<file path="src/rtl/audio_pkg.sv">
// Shared types for the audio mixer: FSM state encoding and the default sample type.
// No logic, no latency.
// No backpressure; types only.
package audio_pkg;

  // Default sample width used by the audio block
  localparam int AUDIO_SAMPLE_W = 16;

  // Signed PCM sample at the default width
  typedef logic signed [AUDIO_SAMPLE_W-1:0] sample_t;

  // Mixer sequencing states
  typedef enum logic [1:0] {
    IDLE    = 2'd0,
    FETCH   = 2'd1,
    SUM     = 2'd2,
    PRESENT = 2'd3
  } mix_state_t;

endpackage

</file>
<file path="src/rtl/audio_mix_reduce.sv">
// Reduces a wide signed accumulator to one output sample per channel.
// Latency: combinational, zero cycles.
// Backpressure: none; the caller captures the result when it needs it.
// Build option AUDIO_MIX_SATURATE_EN: clamp at full gain; otherwise arithmetic shift by VW.
module audio_mix_reduce
  import audio_pkg::*;
#(
  parameter int SAMPLE_W = AUDIO_SAMPLE_W,
  parameter int VW       = 2
) (
  input  logic signed [SAMPLE_W+VW-1:0] acc_l_i,
  input  logic signed [SAMPLE_W+VW-1:0] acc_r_i,
  output logic signed [SAMPLE_W-1:0]    smp_l_o,
  output logic signed [SAMPLE_W-1:0]    smp_r_o
);

  localparam int AW = SAMPLE_W + VW;

`ifdef AUDIO_MIX_SATURATE_EN
  // Largest and smallest values representable in the output sample width
  localparam logic signed [AW-1:0] SAT_MAX = {{(VW+1){1'b0}}, {(SAMPLE_W-1){1'b1}}};
  localparam logic signed [AW-1:0] SAT_MIN = {{(VW+1){1'b1}}, {(SAMPLE_W-1){1'b0}}};

  // Full per-voice gain; any excursion beyond the output range is clipped
  function automatic logic signed [SAMPLE_W-1:0] reduce_one(input logic signed [AW-1:0] acc);
    if (acc > SAT_MAX) begin
      return SAMPLE_W'(SAT_MAX);
    end else if (acc < SAT_MIN) begin
      return SAMPLE_W'(SAT_MIN);
    end else begin
      return SAMPLE_W'(acc);
    end
  endfunction
`else
  // Uniform attenuation by VOICES: a sum of VOICES full-scale samples always fits
  function automatic logic signed [SAMPLE_W-1:0] reduce_one(input logic signed [AW-1:0] acc);
    return SAMPLE_W'(acc >>> VW);
  endfunction
`endif

  // Both channels share the same reduction rule
  always_comb begin
    smp_l_o = reduce_one(acc_l_i);
    smp_r_o = reduce_one(acc_r_i);
  end

endmodule

</file>
<file path="src/rtl/audio_mix_scheduler.sv">
// Per frame request, polls each enabled voice in turn, sums L/R, presents one mixed stereo frame.
// Latency: with immediate acks, out_frame_valid rises VOICES+2 cycles after the request edge.
// Backpressure: frame held stable while valid && !ready; requests outside IDLE are dropped (underrun).
// Build option AUDIO_MIX_SATURATE_EN selects clamping instead of attenuation (see audio_mix_reduce).
module audio_mix_scheduler
  import audio_pkg::*;
#(
  parameter  int VOICES   = 4,
  parameter  int SAMPLE_W = AUDIO_SAMPLE_W,
  parameter  int TIMEOUT  = 255,
  localparam int VW       = $clog2(VOICES)
) (
  input  logic                       inp_clock,
  input  logic                       inp_reset,
  input  logic                       inp_frame_req,
  input  logic [VOICES-1:0]          inp_voice_mask,
  output logic [VW-1:0]              out_voice_sel,
  output logic                       out_voice_req,
  input  logic                       inp_voice_ack,
  input  logic signed [SAMPLE_W-1:0] inp_voice_left,
  input  logic signed [SAMPLE_W-1:0] inp_voice_right,
  output logic                       out_frame_valid,
  input  logic                       inp_frame_ready,
  output logic signed [SAMPLE_W-1:0] out_frame_left,
  output logic signed [SAMPLE_W-1:0] out_frame_right,
  output logic                       out_busy,
  output logic                       out_underrun,
  output logic                       out_timeout
);

  localparam int AW = SAMPLE_W + VW;
  localparam int TW = $clog2(TIMEOUT + 1);
  localparam logic [VW-1:0] LAST_SEL = VW'(VOICES - 1);
  localparam logic [TW-1:0] TO_LAST  = TW'(TIMEOUT - 1);

  mix_state_t                 state_q, state_d;
  logic [VW-1:0]              sel_q, sel_d;
  logic [VOICES-1:0]          mask_q, mask_d;
  logic [TW-1:0]              tcnt_q, tcnt_d;
  logic signed [AW-1:0]       acc_l_q, acc_l_d;
  logic signed [AW-1:0]       acc_r_q, acc_r_d;
  logic signed [SAMPLE_W-1:0] frame_l_q, frame_l_d;
  logic signed [SAMPLE_W-1:0] frame_r_q, frame_r_d;
  logic                       underrun_q, underrun_d;
  logic                       timeout_q, timeout_d;

  logic                       voice_en;
  logic                       slot_done;
  logic signed [AW-1:0]       ext_l, ext_r;
  logic signed [SAMPLE_W-1:0] red_l, red_r;

  // Mask is latched at frame start so mid-frame mask changes wait for the next frame
  assign voice_en = mask_q[sel_q];

  // Sign-extend the incoming voice samples to accumulator width
  assign ext_l = AW'(inp_voice_left);
  assign ext_r = AW'(inp_voice_right);

  audio_mix_reduce #(
    .SAMPLE_W (SAMPLE_W),
    .VW       (VW)
  ) u_reduce (
    .acc_l_i (acc_l_q),
    .acc_r_i (acc_r_q),
    .smp_l_o (red_l),
    .smp_r_o (red_r)
  );

  // Next-state logic: frame sequencing, voice slots, timeout and underrun detection
  always_comb begin
    state_d    = state_q;
    sel_d      = sel_q;
    mask_d     = mask_q;
    tcnt_d     = tcnt_q;
    acc_l_d    = acc_l_q;
    acc_r_d    = acc_r_q;
    frame_l_d  = frame_l_q;
    frame_r_d  = frame_r_q;
    timeout_d  = 1'b0;
    slot_done  = 1'b0;
    // Any request not taken in IDLE is lost, including one on the PRESENT->IDLE edge
    underrun_d = inp_frame_req && (state_q != IDLE);

    case (state_q)
      IDLE: begin
        if (inp_frame_req) begin
          state_d = FETCH;
          sel_d   = '0;
          mask_d  = inp_voice_mask;
          tcnt_d  = '0;
          acc_l_d = '0;
          acc_r_d = '0;
        end
      end

      FETCH: begin
        if (!voice_en) begin
          // Disabled voice: one idle cycle, contributes nothing
          slot_done = 1'b1;
        end else if (inp_voice_ack) begin
          // Transfer happens on the req&ack cycle; an ack on the final allowed cycle still counts
          acc_l_d   = acc_l_q + ext_l;
          acc_r_d   = acc_r_q + ext_r;
          slot_done = 1'b1;
        end else if (tcnt_q == TO_LAST) begin
          // Silent voice: substitute zero and move on so the frame still completes
          timeout_d = 1'b1;
          slot_done = 1'b1;
        end else begin
          tcnt_d = tcnt_q + TW'(1);
        end

        if (slot_done) begin
          tcnt_d = '0;
          if (sel_q == LAST_SEL) begin
            state_d = SUM;
          end else begin
            sel_d = sel_q + VW'(1);
          end
        end
      end

      SUM: begin
        frame_l_d = red_l;
        frame_r_d = red_r;
        state_d   = PRESENT;
      end

      PRESENT: begin
        if (inp_frame_ready) begin
          state_d = IDLE;
        end
      end

      default: begin
        state_d = IDLE;
      end
    endcase
  end

  // State registers; reset clears everything, including a frame in progress
  always_ff @(posedge inp_clock or negedge inp_reset) begin
    if (!inp_reset) begin
      state_q    <= IDLE;
      sel_q      <= '0;
      mask_q     <= '0;
      tcnt_q     <= '0;
      acc_l_q    <= '0;
      acc_r_q    <= '0;
      frame_l_q  <= '0;
      frame_r_q  <= '0;
      underrun_q <= 1'b0;
      timeout_q  <= 1'b0;
    end else begin
      state_q    <= state_d;
      sel_q      <= sel_d;
      mask_q     <= mask_d;
      tcnt_q     <= tcnt_d;
      acc_l_q    <= acc_l_d;
      acc_r_q    <= acc_r_d;
      frame_l_q  <= frame_l_d;
      frame_r_q  <= frame_r_d;
      underrun_q <= underrun_d;
      timeout_q  <= timeout_d;
    end
  end

  // Outputs derive from registered state only, so reset forces them all low at once
  assign out_voice_sel   = sel_q;
  assign out_voice_req   = (state_q == FETCH) && voice_en;
  assign out_frame_valid = (state_q == PRESENT);
  assign out_frame_left  = frame_l_q;
  assign out_frame_right = frame_r_q;
  assign out_busy        = (state_q != IDLE);
  assign out_underrun    = underrun_q;
  assign out_timeout     = timeout_q;

endmodule

</file>
<file path="config.mk">
export PLATFORM = sky130hd
export DESIGN_NAME = audio_mix_scheduler
export DESIGN_NICKNAME = d
export VERILOG_FILES = /design/src/rtl/audio_pkg.sv /design/src/rtl/audio_mix_reduce.sv /design/src/rtl/audio_mix_scheduler.sv
export SDC_FILE = /design/constraint.sdc
export NUM_CORES = 1
export LEC_CHECK = 0
export BUFFER_PORTS_ARGS = -buffer_cell sky130_fd_sc_hd__buf_2
export CAP_MARGIN = 20
export CORE_UTILIZATION = 40
export DETAILED_ROUTE_END_ITERATION = 12
export GPL_TIMING_DRIVEN = 0
export PLACE_DENSITY = 0.65
export SLEW_MARGIN = 20
export SYNTH_ARGS = -nofsm -noshare
export SYNTH_HDL_FRONTEND = slang
export SYNTH_HIERARCHICAL = 1
export SYNTH_SLANG_ARGS = --single-unit
</file>
<file path="constraint.sdc">
create_clock -name inp_clock -period 2.3 [get_ports inp_clock]
set_input_delay 0.46 -clock inp_clock [delete_from_list [all_inputs] [get_ports inp_clock]]
set_output_delay 0.46 -clock inp_clock [all_outputs]
set_load 0.1 [all_outputs]
</file>
==> flow_summary.json <==
{
  "status": "complete, but fails checks",
  "failed_checks": "setup timing",
  "die_width_um": 117,
  "synth_fp_nets": 615,
  "fin_nets": 716,
  "dp_hpwl_mm": 8.49,
  "drt_first_pass_iters": 4,
  "rows": 41,
  "ant_nets": 0,
  "dr_total_vias": 4130,
  "cts-root-buf": "clkbuf_16",
  "synth.distinct_cells": 57,
  "drt_iter0_markers": 204,
  "worstMarginPinSlew_ps": 593,
  "drv_slew": 0,
  "cts_sinks": 86,
  "grt_pass1_wl_mm": 18.8,
  "worstSetupPathType": "reg -> reg",
  "syn_to_final_growth_pct": 24.6,
  "end_kind": "flip-flop",
  "worst-endpoint-required_ps": 2520,
  "worst_slack_ps": -72.1,
  "rsz0062_at_grt": "true",
  "die_h_um": 117,
  "nFillCells": 1149,
  "drv_cap": 0,
  "viasPerCell": 5.11,
  "critPathMaxFanout": 3,
  "period_minus_slack_ps": 2370,
  "hold_ws_ps": 69.9,
  "clk_pin_slew_ps": 60,
  "maxSlewHeadroom": 0.604,
  "grt_start_max_net_pins": 53,
  "p_leak_nw": 3.19,
  "setup_violations": 2,
  "n_antenna_cell": 0,
  "antenna_found_initial": 0,
  "peakVddDrop_uv": 953,
  "synthFlopType": "dfrtp_1",
  "setup_tns_ps": -94.2,
  "pin_count": 80,
  "start_util": 0.414,
  "place_area_um2": 5960,
  "cp-start-kind": "flip-flop",
  "syn_avg_cell_area_um2": 9.95,
  "clockBufferDepth": 2,
  "cts_tree": "built",
  "finalHoldViolations": 0,
  "grtUsageTotal": 0.179,
  "fin_crit_sh": 1.03,
  "final_cell_area_um2": 6580,
  "grt_overflow": 0,
  "core_region_area_um2": 12800,
  "skew_ps": 9.12,
  "powerDensity_nw_per_um2": 1500,
  "cts_buffers": 9,
  "synth_area_um2": 5280,
  "drc": 0,
  "h-tree-depth": 3,
  "drive_gt1_frac": 0.371,
  "ctsHoldBuffers": 0,
  "seq_area_frac_synth": 0.407,
  "critical_path_arrival_ps": 2590,
  "fmax_ghz": 0.422,
  "hold_path_class": "in -> async",
  "syn-instance-count": 531,
  "dp_cells": 783,
  "synth-async-reset-ratio": 1.00,
  "final_cells": 808,
  "ys_ff_latch": 86,
  "portBuffers": 79,
  "die-area_um2": 13700,
  "synth_edf_count": 0,
  "clk_latency_ps": 340,
  "utilization": 0.515,
  "gp_congestion": 0.816,
  "wire_per_inst_um": 14.5,
  "grt_pass1_vias": 4108,
  "yosysWarnings": 6,
  "wl_mm": 11.7
}
-- cells by family (layout without fill, tap and decap cells) --
| group | count (synthesis) | after routing | synth area share |
|---|---|---|---|
| buffers and inverters | 66 | 171 | 0.0706 |
| adders and majority gates | 43 | 43 | 0.105 |
| DFF | 86 | 86 | 0.407 |
| muxes | 39 | 39 | 0.0853 |
| and+or+nand+nor | 138 | 138 | 0.119 |
| xor gates and xnor gates | 25 | 25 | 0.0414 |
| AOI/OAI and AO/OA | 134 | 134 | 0.172 |
-- per-stage QoR --
step,power (mW),setup slack (ps)
finish,9.89,-72.1
detailed placement,8.01,-287
global route,10.6,-159
global placement,7.89,-280
CTS,9.70,0.874
floorplan,6.98,-46.2
-- state kept, by name (all words and copies together) (netlist names) --
name,count
state_q,2
acc_l_q,18
out_timeout,1
out_frame_right,16
out_frame_left,16
tcnt_q,8
out_underrun,1
out_voice_sel,2
acc_r_q,18
mask_q,4
-- critical path, cell delays in order (launching register included) --
cell,delay (ps)
dfrtp_1,410
ha_4,180
inv_2,50
fa_2,200
nor2b_2,60
o31a_1,340
a2111o_1,440
a31oi_4,220
buf_6,130
xor2_1,150
o21ai_1,70
-- cells in the mapped netlist, types with 2 or more instances --
master / instances / area, um2
a2111o_1: 2 / 22.5
a211o_1: 3 / 26.3
a211oi_1: 6 / 45.0
a21o_1: 7 / 52.6
a21oi_1: 21 / 105
a21oi_2: 2 / 17.5
a31oi_1: 4 / 25.0
buf_1: 3 / 11.3
buf_4: 33 / 248
clkbuf_1: 10 / 37.5
dfrtp_1: 86 / 2150
fa_1: 2 / 40.0
ha_1: 41 / 513
inv_1: 19 / 71.3
mux2_2: 38 / 428
nand2_1: 74 / 278
nand2b_1: 8 / 50.1
nand3_1: 11 / 55.1
nand4_1: 4 / 25.0
nor2_1: 17 / 63.8
nor2b_1: 9 / 56.3
nor3_1: 5 / 25.0
o211ai_1: 4 / 30.0
o21a_1: 8 / 60.1
o21ai_0: 43 / 215
o21ai_1: 2 / 10.0
o21bai_1: 3 / 22.5
o221ai_1: 2 / 17.5
o31a_1: 2 / 17.5
o31ai_1: 9 / 67.6
o41ai_1: 3 / 26.3
or2_2: 2 / 12.5
xnor2_1: 12 / 105
xor2_1: 13 / 114
-- area by class of cell --
type / instances / area [um2] / share of cell area
plain buffers: 47 / 320 / 0.0487
clock buffers: 10 / 229 / 0.0348
clock inverters: 5 / 75.1 / 0.0114
inverters: 19 / 75.1 / 0.0114
multi-input cells: 379 / 3000 / 0.456
flip-flops and latches: 86 / 2150 / 0.327
well taps: 172 / 215 / 0.0327
repair buffers: 90 / 510 / 0.0776
-- power by group --
part / leakage (nW) / internal, mW / switching [mW] / total [mW]
logic: 1.89 / 2.07 / 3.90 / 5.97
registers: 1.15 / 2.04 / 0.365 / 2.40
clock network: 0.152 / 0.939 / 0.576 / 1.52
-- cell usage in the layout, fill, tap and decap left out, types with 4 or more instances in the layout --
cell type	n
a211oi_1	5
a21o_1	7
a21oi_1	18
buf_2	79
buf_4	43
clkbuf_1	6
clkbuf_16	9
clkbuf_2	6
dfrtp_1	84
ha_1	27
ha_2	6
ha_4	8
inv_1	16
mux2_2	38
nand2_1	72
nand2b_1	8
nand3_1	11
nand4_1	4
nor2_1	16
nor2b_1	7
o211ai_1	4
o21a_1	8
o21ai_0	36
o21ai_1	8
o31ai_1	9
xnor2_1	12
xor2_1	13
-- path summary, 6_finish.rpt --
check                              start                 to  slack [ps]  cells after the start
max in group asynchronous      inp_reset   out_voice_sel[0]        1580                      2
setup / recovery              acc_r_q[0]         acc_r_q[8]         -70                     10
hold / removal                 inp_reset  out_frame_left[3]          70                      1
min in group inp_clock     inp_voice_ack        out_timeout         310                      2
setup reg to reg              acc_r_q[0]         acc_r_q[8]         -70                     10
hold reg to reg               acc_l_q[0]         acc_l_q[0]         490                      2
-- routing by layer --
layer	wire length, um	global-route usage	up-vias
met4	128	0.0498	0
met5	0	0	-
met2	5820	0.312	81
met3	483	0.0474	8
li1	-	-	2068
met1	5270	0.218	1973
-- timing repair --
action | in CTS | in global routing
setup buffers | 2 | 8
pin swaps | 5 | 11
resized for setup | 18 | 44
endpoints found under the hold margin | 0 | 0
endpoints found under the setup margin | 26 | 39
(Power assumes the default switching activity.)
